===== src/rtl/imem_loader.sv =====
// imem_loader: packs a big-endian byte stream into 32-bit words and writes them
// to the instruction memory at consecutive addresses from 0. The CPU is held in
// reset from power-up until a load completes, and again during every later load.
// Optional feature macro: IMEM_LOADER_CHECKSUM_EN adds a trailing 8-bit sum
// byte that must match the mod-256 sum of all data bytes before done is given.
module imem_loader #(
  parameter int ADDR_W = 5,
  parameter int DEPTH  = 32
) (
  input  logic              clk,
  input  logic              rst,
  input  logic              start,
  input  logic [ADDR_W:0]   word_count,
  input  logic [7:0]        byte_in,
  input  logic              byte_valid,
  output logic              byte_ready,
  output logic [ADDR_W-1:0] wa,
  output logic [31:0]       wd,
  output logic              we,
  output logic              cpu_rst_n,
  output logic              busy,
  output logic              done,
  output logic              err
);

  localparam logic [2:0] S_IDLE  = 3'd0;
  localparam logic [2:0] S_RECV  = 3'd1;
  localparam logic [2:0] S_WRITE = 3'd2;
  localparam logic [2:0] S_DONE  = 3'd3;
`ifdef IMEM_LOADER_CHECKSUM_EN
  localparam logic [2:0] S_CHECK = 3'd4;
`endif

  localparam logic [ADDR_W:0] DEPTH_L = (ADDR_W+1)'(DEPTH);
  localparam logic [ADDR_W:0] ONE_L   = (ADDR_W+1)'(1);

  logic [2:0]        state_q, state_d;
  logic [ADDR_W:0]   count_q, count_d;
  logic [ADDR_W-1:0] addr_q, addr_d;
  logic [1:0]        bcnt_q, bcnt_d;
  logic [31:0]       word_q, word_d;
  logic [ADDR_W-1:0] wa_q, wa_d;
  logic [31:0]       wd_q, wd_d;
  logic              err_q, err_d;
  logic              cpu_rst_n_q, cpu_rst_n_d;
`ifdef IMEM_LOADER_CHECKSUM_EN
  logic [7:0]        sum_q, sum_d;
`endif

  logic xfer;
  logic wc_ok;
  logic last_word;

  // Handshake and status outputs are pure decodes of the current state.
  always_comb begin
    byte_ready = (state_q == S_RECV);
`ifdef IMEM_LOADER_CHECKSUM_EN
    byte_ready = byte_ready || (state_q == S_CHECK);
`endif
    we        = (state_q == S_WRITE);
    done      = (state_q == S_DONE);
    busy      = (state_q != S_IDLE);
    err       = err_q;
    cpu_rst_n = cpu_rst_n_q;
    wa        = wa_q;
    wd        = wd_q;
    xfer      = byte_valid && byte_ready;
    wc_ok     = (word_count != '0) && (word_count <= DEPTH_L);
    last_word = ({1'b0, addr_q} == (count_q - ONE_L));
  end

  // Next-state logic: load sequencing, word assembly, write-port capture.
  always_comb begin
    state_d     = state_q;
    count_d     = count_q;
    addr_d      = addr_q;
    bcnt_d      = bcnt_q;
    word_d      = word_q;
    wa_d        = wa_q;
    wd_d        = wd_q;
    err_d       = 1'b0;
    cpu_rst_n_d = cpu_rst_n_q;
`ifdef IMEM_LOADER_CHECKSUM_EN
    sum_d       = sum_q;
`endif
    case (state_q)
      S_IDLE: begin
        if (start) begin
          if (!wc_ok) begin
            err_d = 1'b1;
          end else begin
            count_d     = word_count;
            addr_d      = '0;
            bcnt_d      = '0;
            cpu_rst_n_d = 1'b0;
`ifdef IMEM_LOADER_CHECKSUM_EN
            sum_d       = '0;
`endif
            state_d     = S_RECV;
          end
        end
      end
      S_RECV: begin
        if (xfer) begin
          word_d = {word_q[23:0], byte_in};
          bcnt_d = bcnt_q + 2'd1;
`ifdef IMEM_LOADER_CHECKSUM_EN
          sum_d  = sum_q + byte_in;
`endif
          // Capture address/data now so they are valid throughout WRITE and
          // hold afterwards.
          if (bcnt_q == 2'd3) begin
            wa_d    = addr_q;
            wd_d    = {word_q[23:0], byte_in};
            state_d = S_WRITE;
          end
        end
      end
      S_WRITE: begin
        if (last_word) begin
`ifdef IMEM_LOADER_CHECKSUM_EN
          state_d = S_CHECK;
`else
          state_d = S_DONE;
`endif
        end else begin
          addr_d  = addr_q + 1'b1;
          bcnt_d  = '0;
          state_d = S_RECV;
        end
      end
      S_DONE: begin
        cpu_rst_n_d = 1'b1;
        state_d     = S_IDLE;
      end
`ifdef IMEM_LOADER_CHECKSUM_EN
      S_CHECK: begin
        if (xfer) begin
          if (byte_in == sum_q) begin
            state_d = S_DONE;
          end else begin
            // Written words stay in memory; the CPU simply stays in reset.
            err_d   = 1'b1;
            state_d = S_IDLE;
          end
        end
      end
`endif
      default: state_d = S_IDLE;
    endcase
  end

  // State registers with synchronous reset.
  always_ff @(posedge clk) begin
    if (rst) begin
      state_q     <= S_IDLE;
      count_q     <= '0;
      addr_q      <= '0;
      bcnt_q      <= '0;
      word_q      <= '0;
      wa_q        <= '0;
      wd_q        <= '0;
      err_q       <= 1'b0;
      cpu_rst_n_q <= 1'b0;
`ifdef IMEM_LOADER_CHECKSUM_EN
      sum_q       <= '0;
`endif
    end else begin
      state_q     <= state_d;
      count_q     <= count_d;
      addr_q      <= addr_d;
      bcnt_q      <= bcnt_d;
      word_q      <= word_d;
      wa_q        <= wa_d;
      wd_q        <= wd_d;
      err_q       <= err_d;
      cpu_rst_n_q <= cpu_rst_n_d;
`ifdef IMEM_LOADER_CHECKSUM_EN
      sum_q       <= sum_d;
`endif
    end
  end

endmodule

===== config.mk =====
export PLATFORM = sky130hd
export DESIGN_NAME = imem_loader
export DESIGN_NICKNAME = d
export VERILOG_FILES = /design/src/rtl/imem_loader.sv
export SDC_FILE = /design/constraint.sdc
export NUM_CORES = 1
export LEC_CHECK = 0
export BUFFER_PORTS_ARGS = -buffer_cell sky130_fd_sc_hd__buf_2
export CAP_MARGIN = 20
export CORE_ASPECT_RATIO = 1.4
export CORE_MARGIN = 3
export CORE_UTILIZATION = 40
export DETAILED_ROUTE_END_ITERATION = 12
export GPL_ROUTABILITY_DRIVEN = 1
export GPL_TIMING_DRIVEN = 1
export HOLD_SLACK_MARGIN = 0.05
export SYNTH_ARGS = -nofsm -noshare
export SYNTH_HDL_FRONTEND = slang
export SYNTH_SLANG_ARGS = --single-unit
export TNS_END_PERCENT = 20

===== constraint.sdc =====
create_clock -name clk -period 2.8 [get_ports clk]
set_clock_uncertainty 0.1 [all_clocks]
set_input_delay 0.42 -clock clk [delete_from_list [all_inputs] [get_ports clk]]
set_output_delay 0.42 -clock clk [all_outputs]
set_load 0.01 [all_outputs]

# --- Yosys cells after proc, flatten, opt, wreduce, memory -nomap -nowiden ---
# Index checks and enable logic that the tools add are counted.
classes:
  reduce_logical: 16
  add_sub_neg: 3
  n_mux: 19
  n_mul: 0
  n_eq_ne: 10
  order_cmp: 1
  bitwise_logic: 2
  shifts: 0
  div: 0
ops:
  columns: ["operator", "n"]
  rows:
  - ["$mux 5", 3]
  - ["$mux 3", 4]
  - ["$mux 2", 5]
  - ["$pmux 5 s2", 1]
  - ["$pmux 3 s3", 1]
  - ["$reduce_and 3->1", 3]
  - ["$reduce_and 4->1", 2]
  - ["$eq 3x2->1 const B", 2]
  - ["$eq 5x6->1", 1]
  - ["$le 6x6->1 const B", 1]
  - ["$ne 2x2->1 const B", 3]
  - ["$pmux 2 s3", 1]
  - ["$reduce_bool 3->1", 2]
  - ["$reduce_bool 6->1", 1]
  - ["$sub 6x1->6 const B", 1]
  - ["$add 5x1->5 const B", 1]
  - ["$reduce_and 5->1", 1]
  - ["$ne 2x1->1 const B", 2]
  - ["$reduce_bool 2->1", 2]
  - ["$eq 3x1->1 const B", 1]
  - ["$logic_not 3->1", 1]
  - ["$mux 1", 3]
  - ["$reduce_or 3->1", 1]
  - ["$add 2x1->2 const B", 1]
  - ["other kinds (5)", 7]
word_totals:
  register_bits: 79
  latchBits: 0
  mem_count: 0
  ramBits: 0
  mem_bits_ro: 0
  inputBits: 18

# --- Longest topological paths before layout ---
# Gate-level depths: netlist (run 1).
logic_depth:
  ltp_word: 5
  ltp_mapped: 8
  mapped_depth_nobuf: 8

# --- Least setup slack after synthesis (run 1) ---
# OpenSTA, ideal clock, no wires.
synth_path:
  path_kind: "input-to-reg"
  from: "input port word_count[0]"
  to: "register addr_q[3]"
  t_arrival_ns: 1.977
  slack_ns: 0.605
  cell_stages: 6
  t_required_ns: 2.582
  cell_sequence: "or4_4 or3_4 a31oi_4 a211oi_2 and4_4 mux2i_1"
synth_between:
  elab_chain_len: 4
  elab_cells_between_ends: 5
  cone_classes: "order compare: 1; eq/ne: 1; reduce/logical: 3"
synth_lines:
  columns: ["item", "line_no", "text"]
  rows:
  - ["start: declaration", "13", "input logic [ADDR_W:0] word_count,"]
  - ["$le 6x6->1 / $reduce_bool 6->1 (equally long branches)", "68", "wc_ok = (word_count != '0) && (word_count <= DEPTH_L);"]
  - ["$logic_and 1x1->1 (*)", "68", null]
  - ["$ne 2x2->1 (no line) (*)", null, null]
  - ["$reduce_and 4->1 (no line) (*)", null, null]
  - ["end signal: assignment", "171", "addr_q <= addr_d;"]
  - ["end: declaration", "39", "logic [ADDR_W-1:0] addr_q, addr_d;"]
# Mark *: on every way between the ends. The rest lies on a longest branch, timed or not.
# A chain may end at the register's enable or synchronous reset.

# --- Final worst setup path (run 1) ---
layout_path:
  from: "register count_q[0]"
  to: "register addr_q[3]"
layout_between:
  elab_chain_len: 4
layout_lines:
  columns: ["item", "line_no", "text"]
  rows:
  - ["start: declaration", "38", "logic [ADDR_W:0] count_q, count_d;"]
  - ["start signal: assignment", "170", "count_q <= count_d;"]
  - ["$sub 6x1->6", "69", "last_word = ({1'b0, addr_q} == (count_q - ONE_L));"]
  - ["$eq 5x6->1", "69", null]
  - ["$ne 2x2->1 (no line)", null, null]
  - ["$reduce_and 4->1 (no line)", null, null]
# No other way between the ends.

==> reports/results.txt, run 1 <==
NumNets Final: 440
Post-synth top cells: nand2_1 (128), dfxtp_1 (78), a21oi_1 (64), clkbuf_1 (18), nor2_1 (12)
Placed Cells: 503
Async set-reset flop share out of synthesis: 0
First drt pass iteration count: 4
Max Slew Vio Count: 0
CP max stage delay: 0.51 ns
Postcts setup bufs: 0
Measured slew at the worst slew-check pin: 0.859 ns
IO Pins: 61
Avg Inst Size Synth: 8.26 um2
Maximum fanout along the worst path: 4
Count leader, synth: nand2_1
Final Non-Filler Cells: 518
Synth area leaders: dfxtp_1 (52%), nand2_1 (16%), a21oi_1 (11%)
CP Launch Type: flop
Die area: 0.00859 mm2
CP bufs+invs: 1
Yosys top cell area share: 0.521
N_diodes: 0
Fillers: 742
Max clock buf depth: 2
Die Span Y: 108 um
Hold Fails Final Rpt: 0
Headroom to the max-slew limit: 0.426
Cell type with the highest aggregate area in the netlist: dfxtp_1
Upper clock frequency limit: 453 MHz
Initial antenna violation count: 0
Setup crit start: count_q[0]$_SDFFE_PP0P_
H-tree depth: 3
DP Worst Slack: 0.389 ns
Placed inst area: 0.00339 mm2
Post-route ant nets: 0
Pin count of the biggest net entering global routing: 43
Total gr overflow: 0
TritonCTS clock tree: yes
Setup ws final: 0.595 ns
Setup TNS: 0 ns
Starting Density: 0.421
Routed wl met2: 3500 um
Worst r2r path cells: 8
Peak supply drop: 0.325 mV
Post-DR vias/cell: 4.90
Clk slew on worst S/H paths: 0.08 ns
DR DRC count: 0
Worst flop-to-flop path startpoint: count_q[0]$_SDFFE_PP0P_
Met3 wire length: 225 um
Mapped Area: 0.00300 mm2
Drt total wl: 6740 um
Syn nets: 384
Slowest stage cell, crit path: nor4_2
Core Region: 0.00712 mm2
Root Driver: clkbuf_8
Seq cells post-synth: 78
Final Wtd Congestion: 0.777
Synth Warn #: 0
Max Used Layer: met4
Pwr Density: 629 mW/mm2
Synthesized instance count: 363
Post-Route M1 WL: 2900 um
Share of cells above drive strength 1: 0.210
CP endpoint kind: flop
Fin crit period: 2.21 ns
Via count: 2538
CP cell instances: inv_1, ha_1, nor3b_1, xnor2_1, nor4_2, a211oi_2, and4_4, mux2i_1
Post-synth EDFFs: 0
Top_reg_cell synth: dfxtp_1
Leak: 1.48 nW
Row Count: 36
DR WL/cell: 13.0 um
R2R Setup Slk: 0.59 ns
Crit path max-delay family: simple AND/OR/NAND/NOR gates
CP arrival: 2.34 ns
Vias in the first global route: 2352
RR Endpoint: addr_q[3]$_SDFFE_PP0P_
Max_cap viols: 0
Cts bufs inserted: 9
RSZ-0062 raised after global routing: no
Clk sinks: 78
Critical path endpoint: addr_q[3]$_SDFFE_PP0P_
CP Depth: 8
DP Wirelength: 4730 um
Final Cycle Share: 0.788
Finished Cell Area: 0.00365 mm2
Worst-skew pair later-pin latency: 0.34 ns
Final-report setup violation count: 0
Layout area overhead: 21.7%
Die W: 79.2 um
Global-route wire length before repair: 11100 um
Worst Hold Class: input pin to flop
Drt first-iter violations: 168
Post-synthesis sequential area ratio: 0.521
GRT Util Overall: 0.166
Worst EP required: 2.94 ns
Yosys cell types: 31
# port buffers: 60
PostCTS Resize Cnt: 0
Hold_buf cts: 0
Status: finished, final reports clean
Critical path class: flop to flop
## area by class of cell
type | instances | area [um2] | share of cell area
Tap cell | 95 | 119 | 0.0326
Sequential cell | 78 | 1560 | 0.428
Clock inverter | 3 | 90.1 | 0.0247
Multi-Input combinational cell | 261 | 1350 | 0.369
Clock buffer | 12 | 165 | 0.0453
Timing Repair Buffer | 65 | 350 | 0.0960
Inverter | 4 | 15.0 | 0.00412
## sequential cells by signal (all words and copies together), names as in the netlist
register and cells:
bcnt_q 2, addr_q 5, wd 32, err 1, word_q 24, wa 5
state_q 2, count_q 6, cpu_rst_n 1
## worst min-delay path, cell delays in order
cell and delay (ns):
buf_2 0.11, nand2_1 0.05, a21oi_1 0.05
## stage by stage
step | util | hold slack, ns | total power [mW]
2_1_floorplan | - | 0.332 | 1.24
3_3_place_gp | 0.477 | 0.341 | 1.28
3_5_place_dp | 0.477 | 0.344 | 1.28
4_1_cts | 0.513 | 0.207 | 2.33
5_1_grt | 0.513 | 0.208 | 2.39
6_report | 0.513 | 0.227 | 2.30
## report_power, final
part | switching (mW) | internal, mW | leakage (nW) | total, mW
sequential | 0.0118 | 1.12 | 0.630 | 1.13
clock | 0.381 | 0.661 | 0.129 | 1.04
combinational | 0.0763 | 0.0463 | 0.717 | 0.123
## cell usage in the layout (no fill, tap or decap), types with 2 or more instances in the layout
master     count
nand2_1      128
a21oi_1       64
and2_1         4
ha_1           3
clkbuf_8      12
dfxtp_1       78
xnor2_1        6
xor2_1         4
nor2b_1        3
inv_1          4
bufinv_16      3
buf_4          4
mux2i_1        9
a211oi_1       3
nor3_1         2
buf_2         60
nand3_1        4
nand2b_1       5
nor2_1        12
## worst min-delay path by stage
stage / start / endpoint / slack [ns] / cells past startpoint
after floorplan: word_q[16]$_SDFFE_PP0P_ / wd[24]$_SDFFE_PP0P_ / 0.33 / 2
after global placement: wd[4]$_SDFFE_PP0P_ / wd[4]$_SDFFE_PP0P_ / 0.34 / 2
after detailed placement: wd[10]$_SDFFE_PP0P_ / wd[10]$_SDFFE_PP0P_ / 0.34 / 2
after CTS: byte_in[5] / word_q[5]$_SDFFE_PP0P_ / 0.21 / 3
after global routing: byte_in[5] / word_q[5]$_SDFFE_PP0P_ / 0.21 / 3
final: byte_in[5] / word_q[5]$_SDFFE_PP0P_ / 0.23 / 3
## logic make-up (layout without fill, tap and decap cells)
family                   Yosys count  count (layout)  synth area share
AND/OR/NAND/NOR                  165             165             0.234
flip-flops                        78              78             0.521
AO/OA/AOI/OAI                     74              74             0.143
buffers and inverters             24              84            0.0300
XOR/XNOR                          10              10            0.0292
multiplexers                       9               9            0.0300
adder cells (fa/ha/maj)            3               3            0.0125
## layer usage
metal | global-route usage | up-vias
met5 | 0 | -
met4 | 0.0700 | 0
met3 | 0.0350 | 10
met2 | 0.292 | 41
met1 | 0.195 | 1190
li1 | - | 1297
No activity file was read; power rests on OpenSTA's default activity.
==> inputs of run 2 (changes only) <==
Clock period 2.8 ns to 2.2 ns, I/O delays scaled along.
==> reports/results.txt, run 2 (synthesized netlist as in run 1, its figures left out) <==
Setup ws final: 0.112 ns
Critical path class: flop to flop
CP endpoint kind: flop
GRT Util Overall: 0.170
Pwr Density: 756 mW/mm2
Drt total wl: 6840 um
Worst Hold Class: input pin to flop
Clk sinks: 78
Worst r2r path cells: 9
RSZ-0062 raised after global routing: no
Initial antenna violation count: 0
Post-route ant nets: 0
Postcts setup bufs: 0
Setup TNS: 0 ns
Share of cells above drive strength 1: 0.239
N_diodes: 0
Drt first-iter violations: 198
Most frequent cells in the layout: nand2_1 (128), dfxtp_1 (78), a21oi_1 (64)
DP Wirelength: 4740 um
PostCTS Resize Cnt: 0
Pwr Total: 2.83 mW
Row Count: 36
NumNets Final: 452
Die Span Y: 108 um
Core Region: 0.00712 mm2
Worst EP required: 2.37 ns
Worst flop-to-flop path startpoint: count_q[1]$_SDFFE_PP0P_
Area occupied by registers: 0.00156 mm2
Peak supply drop: 0.402 mV
Layout area overhead: 24.9%
Die area: 0.00859 mm2
Finished Cell Area: 0.00375 mm2
Worst Hold End: count_q[0]$_SDFFE_PP0P_
IO Pins: 61
Fillers: 742
Cts bufs inserted: 9
WHS Path Cells: 3
Max reg flops: 32
Pin count of the biggest net entering global routing: 46
Clk slew on worst S/H paths: 0.08 ns
Worst-skew pair later-pin latency: 0.34 ns
Maximum fanout along the worst path: 4
DR WL/cell: 12.9 um
Max_cap viols: 0
Measured slew at the worst slew-check pin: 0.637 ns
Final Wtd Congestion: 0.742
Hold Fails Final Rpt: 0
Area of the multi-input gates: 0.00138 mm2
Final-report setup violation count: 0
Die W: 79.2 um
Vias in the first global route: 2484
Upper clock frequency limit: 479 MHz
Status: finished, final reports clean
Fin crit period: 2.09 ns
RR Endpoint: addr_q[3]$_SDFFE_PP0P_
Total gr overflow: 0
CP arrival: 2.26 ns
H-tree depth: 3
CP Launch Type: flop
Final Cycle Share: 0.949
R2R Setup Slk: 0.11 ns
# port buffers: 60
Post-DR vias/cell: 4.85
Hold_buf cts: 0
DR DRC count: 0
Via count: 2574
HP Start: word_count[0]
Root Driver: clkbuf_8
Max Slew Vio Count: 0
Starting Density: 0.421
Most common library cell in the layout ignoring fill and taps: nand2_1
Global-route wire length before repair: 11600 um
TritonCTS clock tree: yes
Max clock buf depth: 2
Core Util, Final: 0.526
First drt pass iteration count: 4
DP Worst Slack: -0.0730 ns
Leak: 1.52 nW
Headroom to the max-slew limit: 0.575
Placed inst area: 0.00348 mm2
## run 2: worst max-delay path, stage by stage (launching register included)
cell	delay, ns
dfxtp_1	0.36
inv_1	0.05
ha_1	0.20
nor3b_2	0.17
xnor2_1	0.17
nor4_2	0.07
buf_4	0.16
a211oi_4	0.31
and4_4	0.26
mux2i_1	0.16
## run 2: metal layers
| metal | share of wire | wire [um] | up-vias | global-route usage |
|---|---|---|---|---|
| li1 | - | - | 1322 | - |
| met4 | 0.022 | 150 | 0 | 0.0774 |
| met2 | 0.52 | 3540 | 56 | 0.293 |
| met3 | 0.040 | 273 | 11 | 0.0325 |
| met5 | 0 | 0 | - | 0 |
| met1 | 0.42 | 2870 | 1185 | 0.203 |
## run 2: layout make-up
class                      instances  area share
clock buffer                      10      0.0367
tap                               95      0.0317
timing repair buffer              77       0.118
inverter                           4     0.00401
clock inverter                     6      0.0247
sequential                        78       0.417
multi-input combinational        261       0.368
## run 2: worst max-delay path by stage
stage / startpoint / to / cells after the start
after CTS: count_q[1]$_SDFFE_PP0P_ / addr_q[4]$_SDFFE_PP0P_ / 9
after floorplan: word_count[0] / addr_q[3]$_SDFFE_PP0P_ / 6
after detailed placement: word_count[0] / addr_q[3]$_SDFFE_PP0P_ / 7
final: count_q[1]$_SDFFE_PP0P_ / addr_q[3]$_SDFFE_PP0P_ / 9
after global placement: word_count[0] / addr_q[3]$_SDFFE_PP0P_ / 7
after global routing: count_q[1]$_SDFFE_PP0P_ / addr_q[4]$_SDFFE_PP0P_ / 9
## run 2: where the power goes
group | internal, mW | leakage [nW] | switching (mW)
combinational | 0.0719 | 0.782 | 0.106
sequential | 1.43 | 0.630 | 0.0160
clock | 0.678 | 0.110 | 0.537
## run 2: per-stage QoR
stage / cells / hold slack [ns]
CTS: 531 / 0.118
floorplan: 363 / 0.332
finish: 531 / 0.142
global placement: 515 / 0.341
detailed placement: 515 / 0.343
global route: 531 / 0.134
==> inputs of run 3 (changes only) <==
Clock period 2.2 ns to 2 ns, I/O delays scaled along.
==> reports/results.txt, run 3 (synthesized netlist as in run 1, its figures left out) <==
Placed Cells: 521
Measured slew at the worst slew-check pin: 0.513 ns
Critical path class: flop to flop
Area occupied by registers: 0.00157 mm2
Vias in the first global route: 2446
Maximum fanout along the worst path: 4
Final Cycle Share: 1.00
Root Driver: clkbuf_8
First drt pass iteration count: 4
Initial antenna violation count: 0
Worst Hold Class: input pin to flop
Most common library cell in the layout ignoring fill and taps: nand2_1
Pin count of the biggest net entering global routing: 53
Drt total wl: 6700 um
DP Wirelength: 4750 um
N_diodes: 0
Peak supply drop: 0.380 mV
Layout area overhead: 28.5%
Final-report setup violation count: 1
Global-route wire length before repair: 11300 um
Worst EP required: 2.14 ns
Clk slew on worst S/H paths: 0.07 ns
Core Region: 0.00712 mm2
Leak: 1.59 nW
Worst-skew pair later-pin latency: 0.34 ns
IO Pins: 61
Max clock buf depth: 2
CP Launch Type: flop
Post-DR vias/cell: 4.75
# port buffers: 60
Fin crit period: 2.00 ns
Max Slew Vio Count: 0
Max_cap viols: 0
CP endpoint kind: flop
Hold_buf cts: 0
Max reg flops: 32
DP Worst Slack: -0.205 ns
CP arrival: 2.14 ns
Failing checks: setup timing
Clk sinks: 78
Drt first-iter violations: 169
Row Count: 36
GRT Util Overall: 0.169
Post-route ant nets: 0
Pwr Total: 3.02 mW
Via count: 2550
NumNets Final: 459
Die area: 0.00859 mm2
Core Util, Final: 0.541
Area of the multi-input gates: 0.00144 mm2
Headroom to the max-slew limit: 0.658
Most frequent cells in the layout: nand2_1 (128), dfxtp_1 (75), a21oi_1 (64)
DR DRC count: 0
Total gr overflow: 0
Status: complete, but fails checks
Cts bufs inserted: 9
Upper clock frequency limit: 500 MHz
TritonCTS clock tree: yes
Fillers: 692
Pwr Density: 783 mW/mm2
Hold Fails Final Rpt: 0
Share of cells above drive strength 1: 0.274
H-tree depth: 3
Die W: 79.2 um
Final Non-Filler Cells: 537
Setup ws final: -0.00126 ns
RSZ-0062 raised after global routing: yes
Final Wtd Congestion: 0.804
Starting Density: 0.421
Die Span Y: 108 um
DR WL/cell: 12.5 um
-- run 3: cell types whose count changed in the layout (fill, tap and decap cells not counted), moves of 2 or more --
cell | previous run | this run
clkbuf_8 | 10 | 12
inv_1 | 4 | 2
dfxtp_2 | 0 | 3
buf_4 | 16 | 21
inv_2 | 0 | 2
dfxtp_1 | 78 | 75
xnor2_2 | 0 | 2
xnor2_1 | 6 | 4
inv_6 | 2 | 0
-- run 3: worst paths after layout --
check	slack, ns	end	start	cells after the start
hold reg to reg	0.35	wd[13]$_SDFFE_PP0P_	wd[13]$_SDFFE_PP0P_	2
setup / recovery	-0.001	addr_q[2]$_SDFFE_PP0P_	count_q[0]$_SDFFE_PP0P_	9
hold / removal	0.10	word_q[1]$_SDFFE_PP0P_	byte_in[1]	3
setup reg to reg	-0.001	addr_q[2]$_SDFFE_PP0P_	count_q[0]$_SDFFE_PP0P_	9
-- run 3: critical path, stage by stage (launching register included) --
cell       delay, ns
dfxtp_2         0.34
inv_2           0.04
ha_4            0.25
xor2_1          0.15
nand3_1         0.14
nor4_4          0.31
buf_6           0.17
a2111oi_4       0.08
xor2_1          0.18
and2_1          0.14
-- run 3: per-stage QoR --
step	TNS, ns	hold WS [ns]	cell area, um2
after floorplan	-0.0790	0.326	3000
after global placement	-1.22	0.341	3540
after detailed placement	-1.50	0.345	3540
after CTS	0	0.0743	3790
after global routing	-0.352	0.0840	3850
final	-0.00126	0.104	3850
-- run 3: what timing repair did --
item | CTS | global route
setup buffers | 1 | 1
gates cloned | 0 | 0
gates resized for setup | 6 | 13
hold endpoints to repair | 0 | 0
pin swaps | 5 | 9
endpoints found under the setup margin | 4 | 8
-- run 3: power breakdown --
group          switching, mW  internal, mW
clock                  0.533         0.670
combinational          0.126        0.0990
sequential            0.0188          1.57
-- run 3: layout make-up --
| cell class | count | share of cell area |
|---|---|---|
| Clock inverter | 3 | 0.0110 |
| Sequential cell | 78 | 0.406 |
| Clock buffer | 12 | 0.0429 |
| Tap cell | 95 | 0.0309 |
| Inverter | 4 | 0.00390 |
| Timing Repair Buffer | 84 | 0.132 |
| Multi-Input combinational cell | 261 | 0.373 |
-- run 3: routing by layer --
metal | share of wire | GRT usage | vias to the layer above
li1 | - | - | 1331
met2 | 0.53 | 0.290 | 43
met3 | 0.037 | 0.0500 | 7
met1 | 0.42 | 0.196 | 1169
met4 | 0.015 | 0.0663 | 0
met5 | 0 | 0 | -
